**src/rtl/uart_pkg.sv**
```systemverilog
// Shared UART definitions: one-hot state encodings and default frame sizing,
// common to the receiver and the transmitter of the debug unit.
package uart_pkg;

  localparam int DBIT_DEF     = 8;   // data bits per frame
  localparam int SB_TICK_DEF  = 16;  // oversampling ticks per bit
  localparam int NB_STATE_DEF = 5;   // one-hot state register width

  // One-hot state encodings (PARITY is reserved even when parity is off)
  localparam logic [4:0] ST_IDLE   = 5'b00001;
  localparam logic [4:0] ST_START  = 5'b00010;
  localparam logic [4:0] ST_DATA   = 5'b00100;
  localparam logic [4:0] ST_PARITY = 5'b01000;
  localparam logic [4:0] ST_STOP   = 5'b10000;

endpackage

```
**src/rtl/uart_sync.sv**
```systemverilog
// Two-flop synchronizer for an asynchronous single-bit input, with a
// selectable reset value so an idle-high line reads idle out of reset.
module uart_sync #(
  parameter logic RST_VAL = 1'b1
) (
  input  logic i_clock,
  input  logic i_reset,
  input  logic i_d,
  output logic o_q
);

  logic meta;

  // Two-stage capture of the asynchronous input
  always_ff @(posedge i_clock or posedge i_reset) begin
    if (i_reset) begin
      meta <= RST_VAL;
      o_q  <= RST_VAL;
    end else begin
      meta <= i_d;
      o_q  <= meta;
    end
  end

endmodule

```
**src/rtl/rx_uart.sv**
```systemverilog
// UART receiver: oversamples the serial line with the shared baud tick,
// rebuilds one LSB-first frame and presents the byte with a one-cycle done
// pulse plus error flags. Optional even-parity support is compiled in with
// the UART_RX_PARITY_EN macro (adds the PARITY state and o_parity_err).
module rx_uart
  import uart_pkg::*;
#(
  parameter int DBIT     = DBIT_DEF,
  parameter int SB_TICK  = SB_TICK_DEF,
  parameter int NB_STATE = NB_STATE_DEF
) (
  input  logic            i_clock,
  input  logic            i_reset,
  input  logic            i_rx,
  input  logic            i_s_tick,
  output logic [DBIT-1:0] o_data,
  output logic            o_rx_done_tick,
  output logic            o_frame_err
`ifdef UART_RX_PARITY_EN
  ,output logic           o_parity_err
`endif
);

  typedef enum logic [NB_STATE-1:0] {
    S_IDLE   = NB_STATE'(ST_IDLE),
    S_START  = NB_STATE'(ST_START),
    S_DATA   = NB_STATE'(ST_DATA),
    S_PARITY = NB_STATE'(ST_PARITY),
    S_STOP   = NB_STATE'(ST_STOP)
  } state_t;

  localparam logic [3:0] TICK_MID  = 4'(SB_TICK / 2 - 1);
  localparam logic [3:0] TICK_LAST = 4'(SB_TICK - 1);
  localparam logic [2:0] N_LAST    = 3'(DBIT - 1);

  state_t          state, state_next;
  logic [3:0]      tick_cnt, tick_next;
  logic [2:0]      n, n_next;
  logic [DBIT-1:0] shreg, shreg_next;
  logic            armed, armed_next;
  logic [DBIT-1:0] data_next;
  logic            ferr_next;
  logic            done_next;
  logic            rx_s;

`ifdef UART_RX_PARITY_EN
  logic perr, perr_next;
  logic perr_out_next;

  // Even parity: a mismatch when the parity bit disagrees with the data XOR
  function automatic logic even_parity_err(input logic par_bit,
                                           input logic [DBIT-1:0] bits);
    return par_bit ^ (^bits);
  endfunction
`endif

  uart_sync #(.RST_VAL(1'b1)) u_sync (
    .i_clock (i_clock),
    .i_reset (i_reset),
    .i_d     (i_rx),
    .o_q     (rx_s)
  );

  // State, counters, shift register and registered outputs
  always_ff @(posedge i_clock or posedge i_reset) begin
    if (i_reset) begin
      state          <= S_IDLE;
      tick_cnt       <= 4'd0;
      n              <= 3'd0;
      shreg          <= '0;
      armed          <= 1'b1;
      o_data         <= '0;
      o_frame_err    <= 1'b0;
      o_rx_done_tick <= 1'b0;
`ifdef UART_RX_PARITY_EN
      perr           <= 1'b0;
      o_parity_err   <= 1'b0;
`endif
    end else begin
      state          <= state_next;
      tick_cnt       <= tick_next;
      n              <= n_next;
      shreg          <= shreg_next;
      armed          <= armed_next;
      o_data         <= data_next;
      o_frame_err    <= ferr_next;
      o_rx_done_tick <= done_next;
`ifdef UART_RX_PARITY_EN
      perr           <= perr_next;
      o_parity_err   <= perr_out_next;
`endif
    end
  end

  // Next-state and datapath decisions, taken only on tick cycles
  always_comb begin
    state_next = state;
    tick_next  = tick_cnt;
    n_next     = n;
    shreg_next = shreg;
    armed_next = armed;
    data_next  = o_data;
    ferr_next  = o_frame_err;
    done_next  = 1'b0;
`ifdef UART_RX_PARITY_EN
    perr_next     = perr;
    perr_out_next = o_parity_err;
`endif

    case (state)
      S_IDLE: begin
        if (rx_s) begin
          armed_next = 1'b1;
        end else if (armed) begin
          state_next = S_START;
          tick_next  = 4'd0;
        end else begin
          // Line still low after a break: wait for it to return high
          state_next = S_IDLE;
        end
      end

      S_START: begin
        if (i_s_tick) begin
          if (tick_cnt == TICK_MID) begin
            if (!rx_s) begin
              state_next = S_DATA;
              tick_next  = 4'd0;
              n_next     = 3'd0;
            end else begin
              // Low pulse shorter than half a bit: treat as a glitch
              state_next = S_IDLE;
              tick_next  = 4'd0;
            end
          end else begin
            tick_next = tick_cnt + 4'd1;
          end
        end else begin
          tick_next = tick_cnt;
        end
      end

      S_DATA: begin
        if (i_s_tick) begin
          if (tick_cnt == TICK_LAST) begin
            shreg_next = {rx_s, shreg[DBIT-1:1]};
            tick_next  = 4'd0;
            if (n == N_LAST) begin
`ifdef UART_RX_PARITY_EN
              state_next = S_PARITY;
`else
              state_next = S_STOP;
`endif
            end else begin
              n_next = n + 3'd1;
            end
          end else begin
            tick_next = tick_cnt + 4'd1;
          end
        end else begin
          tick_next = tick_cnt;
        end
      end

`ifdef UART_RX_PARITY_EN
      S_PARITY: begin
        if (i_s_tick) begin
          if (tick_cnt == TICK_LAST) begin
            perr_next  = even_parity_err(rx_s, shreg);
            tick_next  = 4'd0;
            state_next = S_STOP;
          end else begin
            tick_next = tick_cnt + 4'd1;
          end
        end else begin
          tick_next = tick_cnt;
        end
      end
`endif

      S_STOP: begin
        if (i_s_tick) begin
          if (tick_cnt == TICK_LAST) begin
            data_next  = shreg;
            ferr_next  = ~rx_s;
            done_next  = 1'b1;
            tick_next  = 4'd0;
            state_next = S_IDLE;
`ifdef UART_RX_PARITY_EN
            perr_out_next = perr;
`endif
            if (!rx_s) begin
              // Break: deliver this frame once, then ignore the low line
              armed_next = 1'b0;
            end else begin
              armed_next = armed;
            end
          end else begin
            tick_next = tick_cnt + 4'd1;
          end
        end else begin
          tick_next = tick_cnt;
        end
      end

      default: begin
        state_next = S_IDLE;
        tick_next  = 4'd0;
      end
    endcase
  end

endmodule

```
**config.mk**
```make
export PLATFORM = sky130hd
export DESIGN_NAME = rx_uart
export DESIGN_NICKNAME = d
export VERILOG_FILES = /design/src/rtl/uart_pkg.sv /design/src/rtl/uart_sync.sv /design/src/rtl/rx_uart.sv
export SDC_FILE = /design/constraint.sdc
export NUM_CORES = 1
export LEC_CHECK = 0
export CORE_MARGIN = 8
export CORE_UTILIZATION = 59
export CTS_BUF_LIST = sky130_fd_sc_hd__clkbuf_8
export DETAILED_ROUTE_END_ITERATION = 16
export PLACE_DENSITY = 0.81
export SYNTH_ARGS = -nofsm -noshare
export SYNTH_HDL_FRONTEND = slang
export SYNTH_SLANG_ARGS = --single-unit
export TNS_END_PERCENT = 100
```
**constraint.sdc**
```tcl
create_clock -name i_clock -period 2.4 [get_ports i_clock]
set_input_delay 0.36 -clock i_clock [delete_from_list [all_inputs] [get_ports i_clock]]
set_output_delay 0.36 -clock i_clock [all_outputs]
set_load 0.01 [all_outputs]
```
### Word level (Yosys, flattened, before mapping)

Index checks and enable logic that the tools add are counted.

* input port bits: 4
* flip-flop bits (word level): 33
* word-level logic and storage cells: 76

* $add $sub $neg: 2
* muxes and demuxes: 33
* bitwise logic cells: 1
* equal/unequal tests: 21
* reductions and logical operators: 9

Operator list (count)
* $mux W5: 8
* $mux W4: 6
* $ne A2 B2 Y1 const B: 12
* $mux W3: 7
* $pmux W5 S4: 1
* $pmux W4 S3: 1
* $reduce_and A8 Y1: 1
* $mux W1: 7
* $reduce_and A7 Y1: 1
* $pmux W3 S2: 1
* $reduce_and A3 Y1: 2
* $eq A5 B1 Y1 const B: 1
* $eq A5 B2 Y1 const B: 1
* $eq A5 B3 Y1 const B: 1
* $eq A5 B5 Y1 const B: 1
* $reduce_and A5 Y1: 1
* $add A4 B1 Y4 const B: 1
* $eq A4 B3 Y1 const B: 1
* $eq A4 B4 Y1 const B: 1
* $ne A2 B1 Y1 const B: 2
* $reduce_and A4 Y1: 1
* $reduce_bool A2 Y1: 2
* $add A3 B1 Y3 const B: 1
* $eq A3 B3 Y1 const B: 1
* 4 further kinds: 4

### Longest topological paths before layout

* depth after elaboration: 5
* gate-level depth with buffers: 6
* mapped depth without buffers: 6

### Cells and area by module

From an unflattened synthesis, not the netlist that was laid out.

* cells, all modules: 135
* area, all modules: 1579.0 um2

Modules (own cells, without submodules)
* rx_uart: times used 1, cells an instance 132, area each 1522.7 um2
* uart_sync: times used 1, cells an instance 3, area each 56.3 um2

### Worst setup path before layout

Ideal clock, no wire load.

* path kind: flip-flop to flip-flop
* start point: reg state[0]
* end point: reg n[0]
* data arrival time: 1.755 ns
* data required time: 2.275 ns
* setup time: 0.125 ns
* stages on the path, launching flop included: 7
* setup slack: 0.520 ns
* cell sequence: dfstp_2 > buf_6 > or4b_4 > buf_6 > nor3b_2 > o221ai_2 > mux2_4

* cells in the longest elaborated chain, start to end: 3
* elaborated cells on any way between the ends: 11

RTL lines
* start, declared: line rx_uart.sv:36 `state_t state, state_next;`
* start signal, assigned: line rx_uart.sv:80 `state <= state_next;`
* $eq A5 B2 Y1 / $eq A5 B3 Y1 (equally long branches): line rx_uart.sv:110 `case (state)`
* $ne A2 B2 Y1 (no source line) / $reduce_bool A2 Y1 (equally long branches)
* $reduce_and A7 Y1 (no source line)
* end signal, assigned: line rx_uart.sv:82 `n <= n_next;`
* end, declared: line rx_uart.sv:38 `logic [2:0] n, n_next;`

Several ways; a longest one is shown, not always the timed one.
A chain may end at the register's enable or synchronous reset.

### Final worst setup path

* start point: reg state[4]
* end point: reg n[0]

The elaborated chain is that of the path after synthesis.

==> flow_summary_export.csv <==
group,metric,value,unit
pwr,powerDensity,727,nW/um^2
pwr,irDropWorstVdd,596,uV
global_route,grt_util_all_layers,14.3,%
setup_path,timing.rr.start,"state[4]",
logic_synthesis,synth-simple-area-share,16.6,%
clocking,cts_buffers,5,
detailed_routing,detail_route.wl_per_cell,15.7,um
logic_synthesis,syn_inst,136,
cells_and_area,mostFrequentLayoutCell,"dfrtp_1",
sta,hold_viol,0,
place,portBuffers,13,
logic_synthesis,synth_fa_ha_area_share,2.34,%
setup_path,startpoint,"state[4]",
floorplan,die_y,68.1,um
clocking,insertion_delay,0.28,ns
clocking,cts_root_buffer,"clkbuf_8",
clocking,cts_hold_buf,0,
clocking,post-cts-setup-buffers,0,
floorplan,std_cell_rows,19,
job,maxCapViolCount,0,
floorplan,die_w,68.1,um
detailed_routing,drt_wl_total,2840,um
floorplan,core_area,2660,um^2
setup_path,crit_path_end_kind,"register",
sta,drv_slew,0,
global_route,overflow,0,
sta,setup_tns,0,ns
logic_synthesis,synth.distinct_cells,45,
run_status,status,"finished, final reports clean",
detailed_routing,via_per_inst,6.09,
cells_and_area,diodes,0,
floorplan,dieArea,4640,um^2
logic_synthesis,ys_warn_count,0,
detailed_routing,drc,0,
setup_path,rr_worst_depth,4,
logic_synthesis,synth-seq-cells,32,
clocking,cts_resized,0,
global_route,grt_pass1_vias,1129,
sta,setup_viol,0,
setup_path,cp.arrival,2.24,ns
global_route,grt_pass1_wl,4890,um
cells_and_area,layout.cells.most_common_list,"dfrtp_1, mux2_2, clkdlybuf4s50_1",
setup_path,crit_path_end,"n[0]",
sta,slew-limit-headroom,70.0,%
logic_synthesis,async_reset_ff_share,100,%
global_route,grt_start_max_net_pins,33,
floorplan,num_io_pins,14,
floorplan,start_util,60.2,%
detailed_routing,vias,1103,
clocking,cts_sinks,32,
clocking,clockBufferDepth,2,
setup_path,rr_endpoint,"n[0]",
detailed_routing,route.antenna.remaining_nets,0,
detailed_routing,drtIter0Drc,104,
setup_path,path_class,"register to register",
logic_synthesis,synth_top_family_by_area,"simple AND/OR/NAND/NOR gates",
pwr,p_leak,0.831,nW
logic_synthesis,synth_edf_count,0,
sta,period_needed,2.08,ns
cells_and_area,final_nets,156,
setup_path,path_max_fanout,13,
sta,worstMarginPinSlew,0.446,ns
cells_and_area,drive_gt1_share,27.3,%
hold_path,hp-class,"register to register",
setup_path,reg2reg_setup_slack,0.32,ns
sta,period_share,86.5,%
setup_path,critPathLaunchType,"register",
place,dp_hpwl,1970,um
logic_synthesis,synth.mux.area_fraction,14.1,%
clocking,clk_pin_slew,0.06,ns
cells_and_area,syn_to_final_growth,13.3,%
logic_synthesis,synth_area_per_cell,11.8,um^2
global_route,antenna_found_initial,0,
logic_synthesis,synth-main-ff-cell,"dfrtp_1",
clocking,tritoncts,"done",
sta,max_freq,482,MHz
logic_synthesis,synth_nets,143,
logic_synthesis,synth_area,1600,um^2
setup_path,critPathRequiredTime,2.56,ns
logic_synthesis,synth-compound-area-share,11.4,%
clocking,htreeDepth,2,
place,gp_congestion,0.851,
sta,rsz0062_at_grt,"no",
detailed_routing,first_pass_iters,4,
logic_synthesis,yosysSeqAreaShare,50.3,%
sta,hold_ws,0.355,ns
logic_synthesis,synthXorXnorAreaFrac,0,%
sta,skew,0.00631,ns
[worst max-delay path, stage by stage (launching register included)]
cell      delay, ns
dfrtp_1        0.51
or4b_1         0.71
nor3_1         0.23
o221ai_2       0.19
mux2_4         0.32
[cell families after synthesis]
kind of cell               Yosys count
DFF                                 32
buffers and inverters               15
and+or+nand+nor                     40
AOI/OAI and AO/OA                   26
adders and majority gates            3
muxes                               20
[synthesized netlist by cell type, types with 2 or more instances]
| cell | count | area [um^2] |
|---|---|---|
| nor3_1 | 3 | 15.0 |
| buf_2 | 2 | 10.0 |
| ha_1 | 3 | 37.5 |
| nand2b_1 | 4 | 25.0 |
| a21oi_1 | 2 | 10.0 |
| o21ai_0 | 7 | 35.0 |
| nand4_1 | 4 | 25.0 |
| buf_6 | 3 | 33.8 |
| nand3_1 | 4 | 20.0 |
| o31ai_1 | 2 | 15.0 |
| nor4b_1 | 2 | 17.5 |
| nor2_1 | 4 | 15.0 |
| clkbuf_1 | 2 | 7.51 |
| a31oi_1 | 3 | 18.8 |
| clkbuf_2 | 2 | 10.0 |
| mux2_2 | 17 | 191 |
| or4b_1 | 2 | 20.0 |
| o221ai_1 | 2 | 17.5 |
| inv_1 | 6 | 22.5 |
| nand2_1 | 6 | 22.5 |
| dfrtp_1 | 28 | 701 |
| dfstp_2 | 4 | 105 |
| mux2i_1 | 2 | 20.0 |
[per-stage QoR]
| step | setup slack, ns | cell area, um^2 | cells | utilization [%] | power, mW |
|---|---|---|---|---|---|
| 2_1_floorplan | 0.520 | 1600 | 136 | - | 0.864 |
| 3_3_place_gp | 0.283 | 1720 | 173 | 64.8 | 0.905 |
| 3_5_place_dp | 0.246 | 1720 | 173 | 64.8 | 0.916 |
| 4_1_cts | 0.336 | 1810 | 181 | 68.1 | 1.33 |
| 5_1_grt | 0.243 | 1810 | 181 | 68.1 | 1.40 |
| 6_report | 0.323 | 1810 | 181 | 68.1 | 1.32 |
[registers in the layout, summed over array words and instances, names as in the netlist]
signal and cells:
u_sync.meta 1, o_data 8, shreg 8, tick_cnt 4, state 4, armed 1, u_sync.o_q 1, n 3
o_frame_err 1, o_rx_done_tick 1
[how the worst min path moves through the flow]
stage	startpoint	cells past startpoint	to	slack [ns]
finish	u_sync.meta	0	u_sync.o_q	0.35
global placement	u_sync.meta	0	u_sync.o_q	0.35
detailed placement	u_sync.meta	0	u_sync.o_q	0.35
CTS	u_sync.meta	0	u_sync.o_q	0.36
floorplan	u_sync.meta	0	u_sync.o_q	0.35
global route	u_sync.meta	0	u_sync.o_q	0.37
[metal layers]
metal	up-vias	track usage [%]	routed length, um
met3	5	6.71	144
li1	529	-	-
met1	547	15.6	1280
met4	0	9.21	64
met5	-	0	0
met2	22	22.2	1350
[power by group]
part,total [mW],switching [mW],internal (mW),leakage (nW)
Combinational,0.256,0.140,0.116,0.356
Clock,0.402,0.178,0.225,0.0538
Sequential,0.660,0.0781,0.582,0.421
[final cells by class]
| type | instances | area [um^2] |
|---|---|---|
| multi-input cells | 89 | 712 |
| repair buffers | 15 | 145 |
| clock inverters | 2 | 7.51 |
| clock buffers | 6 | 82.6 |
| flip-flops and latches | 32 | 806 |
| inverters | 6 | 22.5 |
| fillers | 201 | 848 |
| well taps | 31 | 38.8 |
(Power assumes the default switching activity.)
